### config.mk
export PLATFORM = sky130hd
export DESIGN_NAME = fetch_unit
export DESIGN_NICKNAME = d
export VERILOG_FILES = /design/src/rtl/fetch_pkg.sv /design/src/rtl/fetch_fifo.sv /design/src/rtl/fetch_unit.sv
export SDC_FILE = /design/constraint.sdc
export NUM_CORES = 1
export LEC_CHECK = 0
export ABC_AREA = 1
export BUFFER_PORTS_ARGS = -buffer_cell sky130_fd_sc_hd__buf_4
export CORE_ASPECT_RATIO = 1.75
export CORE_MARGIN = 2
export CORE_UTILIZATION = 25
export CTS_BUF_LIST = sky130_fd_sc_hd__clkbuf_8
export DETAILED_ROUTE_END_ITERATION = 7
export SETUP_SLACK_MARGIN = 0.05
export SYNTH_ARGS = -nofsm -noshare
export SYNTH_HDL_FRONTEND = slang
export SYNTH_SLANG_ARGS = --single-unit
### constraint.sdc
create_clock -name clk -period 4.4 [get_ports clk]
set_input_delay 0.44 -clock clk [delete_from_list [all_inputs] [get_ports clk]]
set_output_delay 0.44 -clock clk [all_outputs]
set_load 0.05 [all_outputs]
### src/rtl/fetch_pkg.sv
// Shared types and constants for the instruction fetch front end.
package fetch_pkg;

    localparam int XLEN = 32;
    localparam logic [XLEN-1:0] INSTR_NOP = 32'h0000_0013;
    localparam int PC_STEP = 4;

    typedef enum logic [1:0] {
        BOOT,
        FETCH,
        DRAIN
    } fetch_state_t;

    typedef struct packed {
        logic [XLEN-1:0] data;
        logic [XLEN-1:0] pc;
    } fetch_entry_t;

endpackage

### src/rtl/fetch_fifo.sv
// Prefetch buffer of fetched {instruction, pc} pairs; flush empties it at the edge
// and push+pop in the same cycle is legal even when full.
module fetch_fifo
    import fetch_pkg::*;
#(
    parameter int DEPTH = 2,
    localparam int PW = (DEPTH > 1) ? $clog2(DEPTH) : 1,
    localparam int CW = $clog2(DEPTH + 1)
) (
    input  logic          clk_i,
    input  logic          rst_ni,
    input  logic          push_i,
    input  fetch_entry_t  data_i,
    input  logic          pop_i,
    input  logic          flush_i,
    output fetch_entry_t  head_o,
    output logic [CW-1:0] count_o,
    output logic          empty_o,
    output logic          full_o
);

    fetch_entry_t  mem_q [DEPTH];
    logic [PW-1:0] wr_ptr_q, rd_ptr_q;
    logic [CW-1:0] count_q;
    logic          do_push, do_pop;

    // A pop frees the head slot this cycle, so a full FIFO can still accept a push.
    assign do_pop  = pop_i && !empty_o;
    assign do_push = push_i && (!full_o || do_pop);

    always_ff @(posedge clk_i or negedge rst_ni) begin
        if (!rst_ni) begin
            wr_ptr_q <= '0;
            rd_ptr_q <= '0;
            count_q  <= '0;
        end else if (flush_i) begin
            wr_ptr_q <= '0;
            rd_ptr_q <= '0;
            count_q  <= '0;
        end else begin
            if (do_push) wr_ptr_q <= wr_ptr_q + PW'(1);
            if (do_pop)  rd_ptr_q <= rd_ptr_q + PW'(1);
            count_q <= count_q + CW'(do_push) - CW'(do_pop);
        end
    end

    always_ff @(posedge clk_i) begin
        if (do_push && !flush_i) mem_q[wr_ptr_q] <= data_i;
    end

    assign head_o  = mem_q[rd_ptr_q];
    assign count_o = count_q;
    assign empty_o = (count_q == '0);
    assign full_o  = (count_q == CW'(DEPTH));

endmodule

### src/rtl/fetch_unit.sv
// Instruction fetch front end: credit-limited in-order fetch, prefetch FIFO, redirect/drain.
// Optional FETCH_PERF_CNT_EN adds perf_fetched / perf_redirects counters.
module fetch_unit
    import fetch_pkg::*;
#(
    parameter int                DATA_WIDTH = 32,
    parameter int                ADDR_WIDTH = 32,
    parameter logic [ADDR_WIDTH-1:0] RESET_PC = 32'h0000_0000,
    parameter int                FIFO_DEPTH = 2
) (
    input  logic                  clk,
    input  logic                  rst_n,
    output logic                  imem_req_valid,
    input  logic                  imem_req_ready,
    output logic [ADDR_WIDTH-1:0] imem_req_addr,
    input  logic                  imem_rsp_valid,
    input  logic [DATA_WIDTH-1:0] imem_rsp_data,
    output logic                  instr_valid,
    input  logic                  instr_ready,
    output logic [DATA_WIDTH-1:0] instr,
    output logic [ADDR_WIDTH-1:0] instr_pc,
    input  logic                  PCSrc,
    input  logic [DATA_WIDTH-1:0] ImmExt,
    input  logic [ADDR_WIDTH-1:0] branch_pc
`ifdef FETCH_PERF_CNT_EN
    ,
    output logic [31:0]           perf_fetched,
    output logic [31:0]           perf_redirects
`endif
);

    localparam int CW = $clog2(FIFO_DEPTH + 1);

    fetch_state_t          state_q, state_d;
    logic [ADDR_WIDTH-1:0] pc_q, pc_d, rsp_pc_q, rsp_pc_d;
    logic [CW-1:0]         outstanding_q, outstanding_d, drop_q, drop_d;

    logic                  redirect, req_fire, push, pop, flush, credit_ok;
    logic [ADDR_WIDTH-1:0] target_sum, target;
    logic [CW-1:0]         fifo_count;
    logic                  fifo_empty, fifo_full;
    fetch_entry_t          fifo_head, push_entry;

    assign redirect   = PCSrc && (state_q != BOOT);
    assign target_sum = branch_pc + ADDR_WIDTH'(ImmExt);
    assign target     = {target_sum[ADDR_WIDTH-1:2], 2'b00};

    // Buffered plus in-flight words never exceed the FIFO size, so responses always fit.
    assign credit_ok      = ({1'b0, outstanding_q} + {1'b0, fifo_count}) < (CW+1)'(FIFO_DEPTH);
    assign imem_req_valid = (state_q == FETCH) && credit_ok;
    assign imem_req_addr  = pc_q;
    assign req_fire       = imem_req_valid && imem_req_ready;

    assign pop        = !fifo_empty && instr_ready;
    assign push_entry = '{data: imem_rsp_data, pc: rsp_pc_q};

    always_comb begin
        state_d       = state_q;
        pc_d          = pc_q;
        rsp_pc_d      = rsp_pc_q;
        outstanding_d = outstanding_q;
        drop_d        = drop_q;
        push          = 1'b0;
        flush         = 1'b0;
        unique case (state_q)
            BOOT: state_d = FETCH;
            FETCH: begin
                outstanding_d = outstanding_q + CW'(req_fire) - CW'(imem_rsp_valid);
                if (redirect) begin
                    // Everything still in flight, including a request accepted now, is stale.
                    flush    = 1'b1;
                    pc_d     = target;
                    rsp_pc_d = target;
                    drop_d   = outstanding_d;
                    state_d  = (outstanding_d != '0) ? DRAIN : FETCH;
                end else begin
                    if (req_fire) pc_d = pc_q + ADDR_WIDTH'(PC_STEP);
                    if (imem_rsp_valid) begin
                        push     = 1'b1;
                        rsp_pc_d = rsp_pc_q + ADDR_WIDTH'(PC_STEP);
                    end
                end
            end
            DRAIN: begin
                if (imem_rsp_valid) begin
                    drop_d        = drop_q - CW'(1);
                    outstanding_d = outstanding_q - CW'(1);
                end
                if (redirect) begin
                    flush    = 1'b1;
                    pc_d     = target;
                    rsp_pc_d = target;
                end
                if (drop_d == '0) state_d = FETCH;
            end
            default: state_d = BOOT;
        endcase
    end

    always_ff @(posedge clk or negedge rst_n) begin
        if (!rst_n) begin
            state_q       <= BOOT;
            pc_q          <= RESET_PC;
            rsp_pc_q      <= RESET_PC;
            outstanding_q <= '0;
            drop_q        <= '0;
        end else begin
            state_q       <= state_d;
            pc_q          <= pc_d;
            rsp_pc_q      <= rsp_pc_d;
            outstanding_q <= outstanding_d;
            drop_q        <= drop_d;
        end
    end

    fetch_fifo #(
        .DEPTH (FIFO_DEPTH)
    ) u_fifo (
        .clk_i   (clk),
        .rst_ni  (rst_n),
        .push_i  (push),
        .data_i  (push_entry),
        .pop_i   (pop),
        .flush_i (flush),
        .head_o  (fifo_head),
        .count_o (fifo_count),
        .empty_o (fifo_empty),
        .full_o  (fifo_full)
    );

    assign instr_valid = !fifo_empty;
    assign instr       = fifo_empty ? INSTR_NOP : fifo_head.data;
    assign instr_pc    = fifo_empty ? '0 : fifo_head.pc;

    overflow_a: assert property (@(posedge clk) disable iff (!rst_n) !(push && fifo_full && !pop));

`ifdef FETCH_PERF_CNT_EN
    logic [31:0] perf_fetched_q, perf_redirects_q;

    always_ff @(posedge clk or negedge rst_n) begin
        if (!rst_n) begin
            perf_fetched_q   <= '0;
            perf_redirects_q <= '0;
        end else begin
            if (pop)      perf_fetched_q   <= perf_fetched_q + 32'd1;
            if (redirect) perf_redirects_q <= perf_redirects_q + 32'd1;
        end
    end

    assign perf_fetched   = perf_fetched_q;
    assign perf_redirects = perf_redirects_q;
`endif

endmodule

-- After elaboration in Yosys (flattened, before gate mapping)
Memory sizes are Yosys's and may differ from the RTL's.
Cells that the tools add are included.
- register bits after elaboration: 74
- memory bits (writable): 128
- output and inout port bits: 98
- word-level logic and storage cells: 87
- memories: 1
- memories (name ; words ; bits a word ; read ports ; clocked after Yosys merged registers in ; write ports ; line ; RTL):
    u_fifo.mem_q ; 2 ; 64 ; 1 ; 0 ; 1 ; fetch_fifo.sv:22 ; fetch_entry_t mem_q [DEPTH];
- add/subtract/negate cells: 12
- magnitude comparators: 1
- equal/unequal tests: 9
- multiplexer cells: 31
- reduce and logical (&&, ||, !) cells: 25
- operators with widths (kind ; number):
    32-bit 2-to-1 mux ; 7
    32-bit one-hot mux with 2 select lines ; 2
    32-bit by 3-bit adder with 32-bit output, second input constant ; 2
    32-bit adder ; 1
    2-bit 2-to-1 mux ; 8
    1-bit 2-to-1 mux ; 11
    2-bit nonzero test ; 5
    2-bit != test, second input constant ; 4
    2-bit one-hot mux with 2 select lines ; 2
    1-bit logical AND ; 7
    2-bit logical NOT ; 3
    3-bit != test, second input constant ; 2
    2-bit one-hot mux with 3 select lines ; 1
    2-bit AND reduction ; 3
    3-bit AND reduction ; 2
    2-bit by 1-bit adder with 2-bit output ; 2
    2-bit equality test, second input constant ; 2
    2-bit by 1-bit subtractor with 2-bit output ; 2
    2-bit by 1-bit subtractor with 2-bit output, second input constant ; 2
    2-bit by 2-bit adder with 3-bit output ; 1
    1-bit logical NOT ; 3
    3-bit by 2-bit less-than comparator with 1-bit output, second input constant ; 1
    1-bit adder, second input constant ; 2
    2-bit by 1-bit equality test with 1-bit output, second input constant ; 1
    2 further kinds ; 2

-- Longest topological paths before layout
- depth in word-level cells: 10
- gate-level depth with buffers: 16

-- Modules after synthesis
Synthesis repeated with hierarchy kept, for this count alone.
- cells, all modules: 1872
- area total of the unflattened synthesis: 13289.0 µm²
- by module, submodules not included (module ; instances ; cells an instance ; area an instance (µm²) ; sequential area each (µm²)):
    fetch_unit ; 1 ; 1499 ; 8361.8 ; 1651.6
    fetch_fifo ; 1 ; 373 ; 4927.2 ; 3943.8

-- Worst setup path before layout
Ideal clock, no wire load.
- path kind: reg-to-reg
- start point: register state_q[0]
- end point: memory u_fifo.mem_q[0][10] (netlist bit), enable pin
- arrival time: 3.925 ns
- data required time: 3.918 ns
- slack: -0.007 ns
- cell stages (with the launch flop): 10
- clock period less this slack: 4.407 ns
- cells stage by stage: dfrtp_1 > inv_1 > ha_1 > inv_1 > nand2_1 > buf_2 > inv_2 > nor2_1 > nand3_1 > nor2_1
- longest elaborated chain between the ends: 8
- ends and longest elaborated chain (element ; line ; RTL):
    start: declaration ; fetch_unit.sv:34 ; fetch_state_t state_q, state_d;
    start signal: assignment ; fetch_unit.sv:108 ; state_q <= state_d;
    2-bit nonzero test ; fetch_unit.sv:44 ; assign redirect = PCSrc && (state_q != BOOT);
    1-bit logical AND ; fetch_unit.sv:44 ;
    1-bit 2-to-1 mux (on tied branches) ; fetch_unit.sv:69, fetch_unit.sv:89 ;
    1-bit 2-to-1 mux (on tied branches) ; n/a ;
    1-bit logical AND or 1-bit logical NOT (tied branches) ; fetch_fifo.sv:29, fetch_fifo.sv:48 ;
    1-bit logical AND * ; fetch_fifo.sv:48 ; if (do_push && !flush_i) mem_q[wr_ptr_q] <= data_i;
    1-bit 2-to-1 mux * ; fetch_fifo.sv:48 ;
    1-bit 2-to-1 mux (not written as such) * ; fetch_fifo.sv:48 ;
    end: declaration ; fetch_fifo.sv:22 ;
Mark *: on every way between the ends. The rest lies on a longest branch, timed or not.

-- Worst setup path in the final report
- start point: register state_q[0]
- end point: register rsp_pc_q[12]
- longest elaborated chain between the ends: 4
- ends and longest elaborated chain (element ; line ; RTL):
    2-bit nonzero test ; fetch_unit.sv:44 ;
    1-bit logical AND ; fetch_unit.sv:44 ;
    3-bit != test (no line) (tied with other cells) ; n/a ;
    3-bit AND reduction (no line) or 32-bit one-hot mux with 2 select lines (tied branches) ; n/a ;
    end signal: assignment ; fetch_unit.sv:110 ; rsp_pc_q <= rsp_pc_d;
    end: declaration ; fetch_unit.sv:35 ; logic [ADDR_WIDTH-1:0] pc_q, pc_d, rsp_pc_q, rsp_pc_d;
Several ways; a longest one is shown, not always the timed one.
A chain may end at the register's enable or synchronous reset.

==> results.json <==
{
  "pwr-share-clk": 0.110,
  "timing.fmax_mhz": 354,
  "p_sw_uw": 5840,
  "layout_setup_ws_ps": 1580,
  "finalMaxSlewViolations": 0,
  "postSynth.asyncResetShare": 0.361,
  "die_span_in_y_um": 301,
  "endpoint_of_the_most_critical_register_to_register_path": "rsp_pc_q[12]",
  "flow.area_growth_from_synthesis_pct": 20.7,
  "grt_first_pass_wirelength_mm": 63.5,
  "setup.worst_path.end": "rsp_pc_q[12]",
  "grt_overflow": 0,
  "synthesis.area_mm2": 0.0126,
  "post_synth_most_frequent_cells": "sky130_fd_sc_hd__nand2_1 (635), sky130_fd_sc_hd__inv_1 (222), sky130_fd_sc_hd__nor2_1 (158)",
  "max-vdd-ir-drop_v": 0.000249,
  "core.rowCount": 109,
  "power_frac_seq": 0.294,
  "synthesis.instances": 1727,
  "layout.nets": 2048,
  "floorplan.die.width_um": 174,
  "clock_tree.buffer_depth": 2,
  "yosys-top-cells-area": "sky130_fd_sc_hd__edfxtp_1 (29%), sky130_fd_sc_hd__nand2_1 (19%), sky130_fd_sc_hd__dfrtp_1 (14%), sky130_fd_sc_hd__inv_1 (6.6%), sky130_fd_sc_hd__a21oi_1 (5.2%)",
  "die_area_mm2": 0.0524,
  "postCtsResizedCells": 0,
  "cellPowerDensity_mw_per_mm2": 699,
  "insertion_delay_ps": 510,
  "synth_edf_count": 124,
  "drt_pass1_iterations": 5,
  "top_reg_cell_synth": "sky130_fd_sc_hd__edfxtp_1",
  "post_cts_buffers": 0,
  "status": "finished, final reports clean",
  "buffer_ports.inserted": 195,
  "finClkSkew_ps": 24.4,
  "dpl.hpwl_mm": 32.7,
  "placement.setup.worst_slack_ps": 1630,
  "grt_antenna_before_repair": 1,
  "htree_num_levels": 4,
  "criticalPathCategory": "reg -> reg",
  "timing.hold.worst.class": "in -> async",
  "fill_cells": 5529,
  "core_mm2": 0.0502,
  "worst-r2r-setup-slack_ps": 1580,
  "crit_path_start_kind": "flop",
  "dr_total_vias": 11500,
  "timing.critical_path.to_type": "flop",
  "critical_path.startpoint": "state_q[0]",
  "sw_frac_of_total": 0.548,
  "via_count_of_the_first_global_routing_pass": 11800,
  "internal-power_uw": 4820,
  "layout_worst_path_cycle_share": 0.641,
  "cts_buffers": 17,
  "postRouteAntennaNets": 0,
  "max_cap_violations": 0,
  "ys.warnings.count": 0,
  "synth.avg_cell_area_um2": 7.31,
  "synth_top_area_frac": 0.295,
  "cell_taking_the_most_area_after_synthesis": "sky130_fd_sc_hd__edfxtp_1",
  "cp_max_fo": 39,
  "critical_path_rt_ps": 4800,
  "static_leakage_uw": 0.00737,
  "post-synth-top-count-cell": "sky130_fd_sc_hd__nand2_1",
  "maximum_number_of_pins_on_one_net_before_global_route_repair": 71,
  "clock_sinks": 194,
  "reg2reg_from": "state_q[0]",
  "ys_ff_latch": 194,
  "drt_iter0_drc": 630,
  "place.gp.congestion": 0.916,
  "worstMarginPinSlew_ps": 1010,
  "rsz0062_at_grt": "no",
  "cts_tree": "yes",
  "floorplan.io_pins": 200,
  "relSlewSlack": 0.325,
  "setup_viol": 0,
  "initial_core_util": 0.252,
  "drcViolationCount": 0,
  "finalWirelength_mm": 41.0,
  "portion_of_total_power_attributed_to_combinational_logic": 0.597,
  "synth.yosys.seq_area_share": 0.434,
  "final-hold-violation-count": 0,
  "post_synth_num_cell_types": 46,
  "finalCoreUtilization": 0.304,
  "cts-root-buf": "sky130_fd_sc_hd__clkbuf_8",
  "final_layout_size_suffix_gt1_frac": 0.157,
  "postCtsHoldBufs": 0,
  "groute.usage.overall": 0.158,
  "clk_transition_reported_paths_ps": 120,
  "viasPerCell": 4.46,
  "worst-r2r-cell-count": 11,
  "drt-wirelength-per-cell_um": 15.9,
  "finalCriticalPeriod_ps": 2820,
  "worst-endpoint-arrival_ps": 3220
}
==> metal layers <==
layer	vias up	global-route usage	part of all wire
met3	97	0.0188	0.040
met2	345	0.304	0.54
li1	5837	-	-
met1	5250	0.158	0.36
met5	-	0	0
met4	0	0.102	0.062
==> cells by family (layout without fill, tap and decap cells) <==
logic type,after synthesis,count (layout),share of synthesized area
AOI/OAI and AO/OA,202,202,0.0861
xor gates and xnor gates,51,51,0.0360
adders and majority gates,41,41,0.0412
buffers and inverters,285,473,0.0896
DFF,194,194,0.434
other,1,5,0.000297
and+or+nand+nor,953,953,0.313
==> sequential cells by signal (all words and copies together) (netlist names) <==
name and flops:
u_fifo.wr_ptr_q 1, rsp_pc_q 30, state_q 2, imem_req_addr 30, u_fifo.count_o 2, outstanding_q 2, u_fifo.mem_q 124, drop_q 2
u_fifo.rd_ptr_q 1
==> worst min path at each step <==
stage	slack, ps	endpoint	start
3_3_place_gp	490	u_fifo.mem_q[1][3]	rsp_pc_q[3]
4_1_cts	60	state_q[0]	rst_n
3_5_place_dp	500	u_fifo.mem_q[0][3]	rsp_pc_q[3]
6_report	50	drop_q[0]	rst_n
5_1_grt	80	u_fifo.mem_q[1][56]	imem_rsp_data[24]
2_1_floorplan	140	drop_q[0]	rst_n
==> per-stage QoR <==
| stage | setup TNS (ps) | hold WS [ps] | std cells | area (um2) | power, uW |
|---|---|---|---|---|---|
| after detailed placement | 0 | 496 | 2552 | 14800 | 9560 |
| after floorplan | -899 | 144 | 1730 | 12600 | 7570 |
| after CTS | 0 | 57.3 | 2584 | 15200 | 10800 |
| after global placement | 0 | 490 | 2552 | 14800 | 9460 |
| after global routing | 0 | 79.0 | 2585 | 15200 | 11400 |
| final | 0 | 50.1 | 2585 | 15200 | 10700 |
==> layout by cell type (no fill, tap or decap), types with 3 or more instances in the layout <==
cell type,netlist,layout
sky130_fd_sc_hd__clkinv_8,0,3
sky130_fd_sc_hd__a21oi_1,132,132
sky130_fd_sc_hd__nor3_2,9,9
sky130_fd_sc_hd__buf_4,7,208
sky130_fd_sc_hd__nand3b_1,7,7
sky130_fd_sc_hd__a21oi_2,8,7
sky130_fd_sc_hd__nand3_1,77,77
sky130_fd_sc_hd__inv_1,222,222
sky130_fd_sc_hd__ha_1,40,40
sky130_fd_sc_hd__o21ai_0,38,38
sky130_fd_sc_hd__edfxtp_1,124,124
sky130_fd_sc_hd__nand4_1,15,15
sky130_fd_sc_hd__inv_8,0,5
sky130_fd_sc_hd__nor2_2,8,8
sky130_fd_sc_hd__clkinvlp_4,0,4
sky130_fd_sc_hd__a31oi_1,9,9
sky130_fd_sc_hd__o21bai_1,3,3
sky130_fd_sc_hd__nor3_1,18,18
sky130_fd_sc_hd__nand2_2,9,9
sky130_fd_sc_hd__conb_1,1,4
sky130_fd_sc_hd__nor2_4,2,5
sky130_fd_sc_hd__nor2_1,158,155
sky130_fd_sc_hd__nand2_1,635,635
sky130_fd_sc_hd__inv_2,9,9
sky130_fd_sc_hd__o211ai_1,4,4
sky130_fd_sc_hd__clkbuf_8,0,18
sky130_fd_sc_hd__xor2_1,31,31
sky130_fd_sc_hd__dfrtp_1,70,69
sky130_fd_sc_hd__xnor2_1,19,19
sky130_fd_sc_hd__nand3_2,3,3
==> worst max-delay path: stages, from the launching register on <==
cell and delay (ps):
sky130_fd_sc_hd__dfrtp_1 420, sky130_fd_sc_hd__inv_1 100, sky130_fd_sc_hd__ha_1 160, sky130_fd_sc_hd__buf_4 390, sky130_fd_sc_hd__nor2_1 130, sky130_fd_sc_hd__a21oi_1 170
sky130_fd_sc_hd__inv_1 90, sky130_fd_sc_hd__a21oi_4 430, sky130_fd_sc_hd__buf_4 470, sky130_fd_sc_hd__nand2_1 120, sky130_fd_sc_hd__a21oi_1 130, sky130_fd_sc_hd__nor2_1 70
==> power groups by stage <==
stage / logic (uW) / registers [uW] / clock network, uW
after floorplan: 4150 / 3420 / 0
final: 6360 / 3130 / 1170
after CTS: 6420 / 3130 / 1220
after global routing: 6970 / 3200 / 1280
after detailed placement: 6400 / 3170 / 0
after global placement: 6310 / 3150 / 0
==> layout make-up <==
class,instances,area (um2),area share
well taps,666,833,0.0547
repair buffers,210,1600,0.105
multi-input cells,1251,6060,0.398
clock buffers,18,248,0.0163
inverters,231,867,0.0569
diodes,1,2.50,0.000164
clock inverters,14,148,0.00969
flip-flops and latches,194,5480,0.359
Power figures use the tool's default switching activity.
